File: src/rtl/sw_debounce.sv
// sw_debounce
// Debounces a bank of N raw board switches. Each bit is synchronized with two
// flops. It then has to disagree with its debounced value for DEB_CYCLES
// consecutive clocks before the debounced value follows it. Every update raises
// a one-cycle change pulse and a mask of the bits that changed on that edge.
// All outputs come straight from flops.
//
// Per-bit timing, with sw_in changing before edge E:
//   E       : sync1 captures the new level
//   E+1     : sync2 captures it; the per-bit counter starts counting from 0
//   E+2..   : the counter increments while sync2 disagrees with sw_stable
//   E+DEB+1 : the counter sits at DEB_CYCLES-1 and the bit qualifies, so
//             sw_stable, sw_change and change_mask all update on this edge
// Counting E itself, that is DEB_CYCLES+2 edges in total.
//
// DEB_CYCLES legal range: 2 .. 2^20-1.

module sw_debounce #(
    parameter int N          = 10,
    parameter int DEB_CYCLES = 500000
) (
    input  logic         clk,
    input  logic         rst_n,
    input  logic [N-1:0] sw_in,
    output logic [N-1:0] sw_stable,
    output logic         sw_change,
    output logic [N-1:0] change_mask
);

    localparam int            CNT_W = 20;
    localparam logic [CNT_W-1:0] CNT_TC = CNT_W'(DEB_CYCLES - 1);

    logic [N-1:0]     sync1_q, sync1_d;
    logic [N-1:0]     sync2_q, sync2_d;
    logic [CNT_W-1:0] cnt_q [N];
    logic [CNT_W-1:0] cnt_d [N];
    logic [N-1:0]     stable_q, stable_d;
    logic [N-1:0]     mask_q, mask_d;
    logic             change_q, change_d;

    // Two-stage synchronizer input for the raw asynchronous switches.
    always_comb begin
        sync1_d = sw_in;
        sync2_d = sync1_q;
    end

    // Per-bit qualify counter and debounced-value update. A disagreeing bit
    // counts up to the terminal count. It qualifies on the edge after it
    // reaches that count. Any agreement clears the count, so one bounce back
    // restarts the full window.
    always_comb begin
        stable_d = stable_q;
        mask_d   = '0;
        for (int i = 0; i < N; i++) begin
            cnt_d[i] = '0;
            if (sync2_q[i] != stable_q[i]) begin
                if (cnt_q[i] < CNT_TC) begin
                    cnt_d[i] = cnt_q[i] + CNT_W'(1);
                end else begin
                    stable_d[i] = sync2_q[i];
                    mask_d[i]   = 1'b1;
                end
            end
        end
        change_d = |mask_d;
    end

    // State registers; reset clears every stage, so no partial count survives.
    always_ff @(posedge clk or negedge rst_n) begin
        if (!rst_n) begin
            sync1_q  <= '0;
            sync2_q  <= '0;
            stable_q <= '0;
            mask_q   <= '0;
            change_q <= 1'b0;
            for (int i = 0; i < N; i++) begin
                cnt_q[i] <= '0;
            end
        end else begin
            sync1_q  <= sync1_d;
            sync2_q  <= sync2_d;
            stable_q <= stable_d;
            mask_q   <= mask_d;
            change_q <= change_d;
            for (int i = 0; i < N; i++) begin
                cnt_q[i] <= cnt_d[i];
            end
        end
    end

    // Registered outputs only: there is no combinational path from sw_in.
    always_comb begin
        sw_stable   = stable_q;
        sw_change   = change_q;
        change_mask = mask_q;
    end

endmodule

File: config.mk
export PLATFORM = sky130hd
export DESIGN_NAME = sw_debounce
export DESIGN_NICKNAME = d
export VERILOG_FILES = /design/src/rtl/sw_debounce.sv
export SDC_FILE = /design/constraint.sdc
export NUM_CORES = 1
export LEC_CHECK = 0
export CAP_MARGIN = 20
export CORE_ASPECT_RATIO = 0.6
export CORE_MARGIN = 2
export CORE_UTILIZATION = 40
export CTS_CLUSTER_DIAMETER = 200
export DETAILED_ROUTE_END_ITERATION = 12
export GPL_TIMING_DRIVEN = 0
export PLACE_DENSITY = 0.53
export REMOVE_ABC_BUFFERS = 1
export SYNTH_ARGS = -nofsm -noshare
export SYNTH_HDL_FRONTEND = slang
export SYNTH_SLANG_ARGS = --single-unit
File: constraint.sdc
create_clock -name clk -period 2.44 [get_ports clk]
set_input_delay 0.488 -clock clk [delete_from_list [all_inputs] [get_ports clk]]
set_output_delay 0.488 -clock clk [all_outputs]
set_load 0.02 [all_outputs]
==> impl_results.md <==
- Area Growth Syn to Fin: 14.7%
- Peak supply drop: 0.442 mV
- Starting Density: 40.8%
- GRT overflow: 0
- Final-report hold violation count: 0
- Syn avg cell area: 10.4 sq um
- Final instance area: 12,400 sq um
- Cell accounting for the most synthesized area: dfrtp_1
- Most frequent cells in the layout: dfrtp_1 (241), nor2_1 (231), xor2_1 (92)
- GRT Util Overall: 14.6%
- Setup Viol. Count Final: 0
- Seq/Total Area, Yosys: 55.8%
- Commonest non-fill, non-tap cell in the layout: dfrtp_1
- CORE AREA: 26,500 sq um
- Io pins: 33
- Worst hold slack: 0.347 ns
- Endpoint class of the critical path: flip-flop
- Dpl ws: -0.0684 ns
- Power, Total: 8.49 mW
- Antenna-violating nets left: 0
- Die Ht: 131 microns
- CTS tree: built
- Fin crit period: 2.25 ns
- Total number of vias: 7,040
- Largest net degree at the start of global routing: 92
- Synth Cell Area: 10,800 sq um
- Routed wire length: 19,700 microns
- DR WL/cell: 13.4 microns
- CP arrival: 2.65 ns
- Most used DFF post-synth: dfrtp_1
- Nets: 1,113
- Final HPWL DP: 13,100 microns
- Cell Count, Final, Fillers Out: 1,467
- Outcome: finished clean
- Vias in the first global route: 6,800
- RSZ-0062 raised after global routing: false
- Drt via density: 4.80
- Worst slew pin tran: 0.845 ns
- Die Width: 216 microns
- Die area: 28,400 sq um
- Clk root buf: clkbuf_16
- Crit Path Category: reg2reg
- Worst-Skew Late Latency: 0.52 ns
- Cells after Synth: 1,041
- FF-to-FF setup slack: 0.19 ns
- Routability Congestion: 0.757
- Layout cells sized above 1: 6.50%
- Min-Delay Path Class: reg2reg
- DP Area: 11,600 sq um
- CP max FO: 5
- Fin util: 46.8%
- TritonCTS Sinks: 241
- Initial antenna violation count: 0
- First-pass GRT wire length: 34,600 microns
- Drt drc: 0
- Leak Pwr: 5.21 nW
- CP Launch Type: flip-flop
- Dominant cells by area after synthesis: dfrtp_1 (56%), nor2_1 (8.0%), xor2_1 (7.5%), xnor2_1 (6.6%), nand2_1 (2.6%)
- Antenna Cells: 0
- Async S/R FF share, synth: 100%
- Relative slew slack: 43.1%
- Clk_skew: 0.00776 ns
- Max Cap Violations: 0
- Slew Viols, Final: 0
- CTS buffer count: 24
- Unique masters post-synth: 50
- Post-route setup TNS: 0 ns
- Pre-antenna DRT Iters: 4
- Req. time, crit path: 2.84 ns
- EDFF count, synth: 0
- Yosys warns: 0
- Fillcell total: 2,499
- H-tree depth: 1
- Clock Pin Slew Worst Setup and Hold Paths: 0.06 ns
- Final worst setup slack: 0.189 ns
- Row Count: 46
- Fmax: 0.444 GHz
- Final period util: 92.3%
- Top cell type's share of synthesized area: 55.8%
- Clock Tree Buf Depth: 3
- Placed Cells incl. Taps: 1,424
- Seq cells post-synth: 241
- Power Density: 685 nW/um^2
- DRT iter0 DRCs: 469
- Setup Buffers After CTS: 0
- Port Buffers: 32
[sequential cells by signal, summed over array words and instances (netlist names)]
register / cells
cnt_q: 200
change_mask: 10
sw_stable: 10
sync1_q: 10
sync2_q: 10
sw_change: 1
[area by class of cell]
class	instances	area, sq um	area share [%]
Timing Repair Buffer	35	390	3.15
Tap cell	360	450	3.63
Sequential cell	241	6030	48.6
Clock inverter	4	20.0	0.161
Inverter	18	67.6	0.545
Clock buffer	38	744	6.00
Multi-Input combinational cell	771	4700	37.9
[routing by layer]
layer / track usage (%) / routed length, microns
met1: 25.0 / 11500
met2: 18.1 / 7120
met3: 2.92 / 725
met4: 3.08 / 367
met5: 0 / 0
[final timing paths]
kind                                      startpoint                  endpoint  cells after the start
max in group asynchronous                      rst_n      sync1_q[4]$_DFF_PN0_                      3
min in group asynchronous                      rst_n      cnt_q[122]$_DFF_PN0_                      2
worst min register to register  sync1_q[3]$_DFF_PN0_      sync2_q[3]$_DFF_PN0_                      0
worst max-delay path            cnt_q[170]$_DFF_PN0_  sw_stable[1]$_DFFE_PN0P_                      5
worst min-delay path            sync1_q[3]$_DFF_PN0_      sync2_q[3]$_DFF_PN0_                      0
worst max register to register  cnt_q[170]$_DFF_PN0_  sw_stable[1]$_DFFE_PN0P_                      5
[power breakdown]
| group | leakage, nW | switching, mW | internal, mW |
|---|---|---|---|
| Sequential | 3.25 | 0.115 | 4.13 |
| Combinational | 1.58 | 0.417 | 0.235 |
| Clock | 0.381 | 1.52 | 2.08 |
[synthesized netlist by cell type, types with 7 or more instances]
library cell and count:
dfrtp_1 241, nor2_1 231, xor2_1 92, xnor2_1 81, nand2_1 76, nand3_1 45
nand4_1 41, and3_1 28, nor3_1 24, and4_1 18, inv_1 18, clkbuf_1 15
a21oi_1 10, ha_1 10, nor4_1 10, mux2_2 9, a211oi_1 8, o41ai_1 8
a31oi_1 7, or3_1 7
[critical path, cell delays in order (launching register included)]
cell,delay (ns)
dfrtp_1,0.43
or4_1,0.57
or3_4,0.39
nor4_4,0.32
nor2_1,0.11
mux2_1,0.32
[what timing repair did]
| action | in CTS | in global routing |
|---|---|---|
| gates resized for setup | 2 | 8 |
| endpoints found under the hold margin | 6 | 0 |
| pin swaps | 0 | 0 |
| hold buffers | 1 | 0 |
| endpoints found under the setup margin | 19 | 77 |
[cell families (layout without fill, tap and decap cells)]
logic type / after synthesis / after routing / share of synthesized area [%]
fa+ha+maj: 10 / 10 / 1.16
flops: 241 / 241 / 55.8
xor+xnor: 173 / 173 / 14.0
buf+inv: 38 / 95 / 1.50
mux: 10 / 10 / 1.04
compound gates: 61 / 61 / 4.26
simple gates: 507 / 507 / 22.2
other cells: 1 / 10 / 0.0347
No activity file was read; power rests on OpenSTA's default activity.
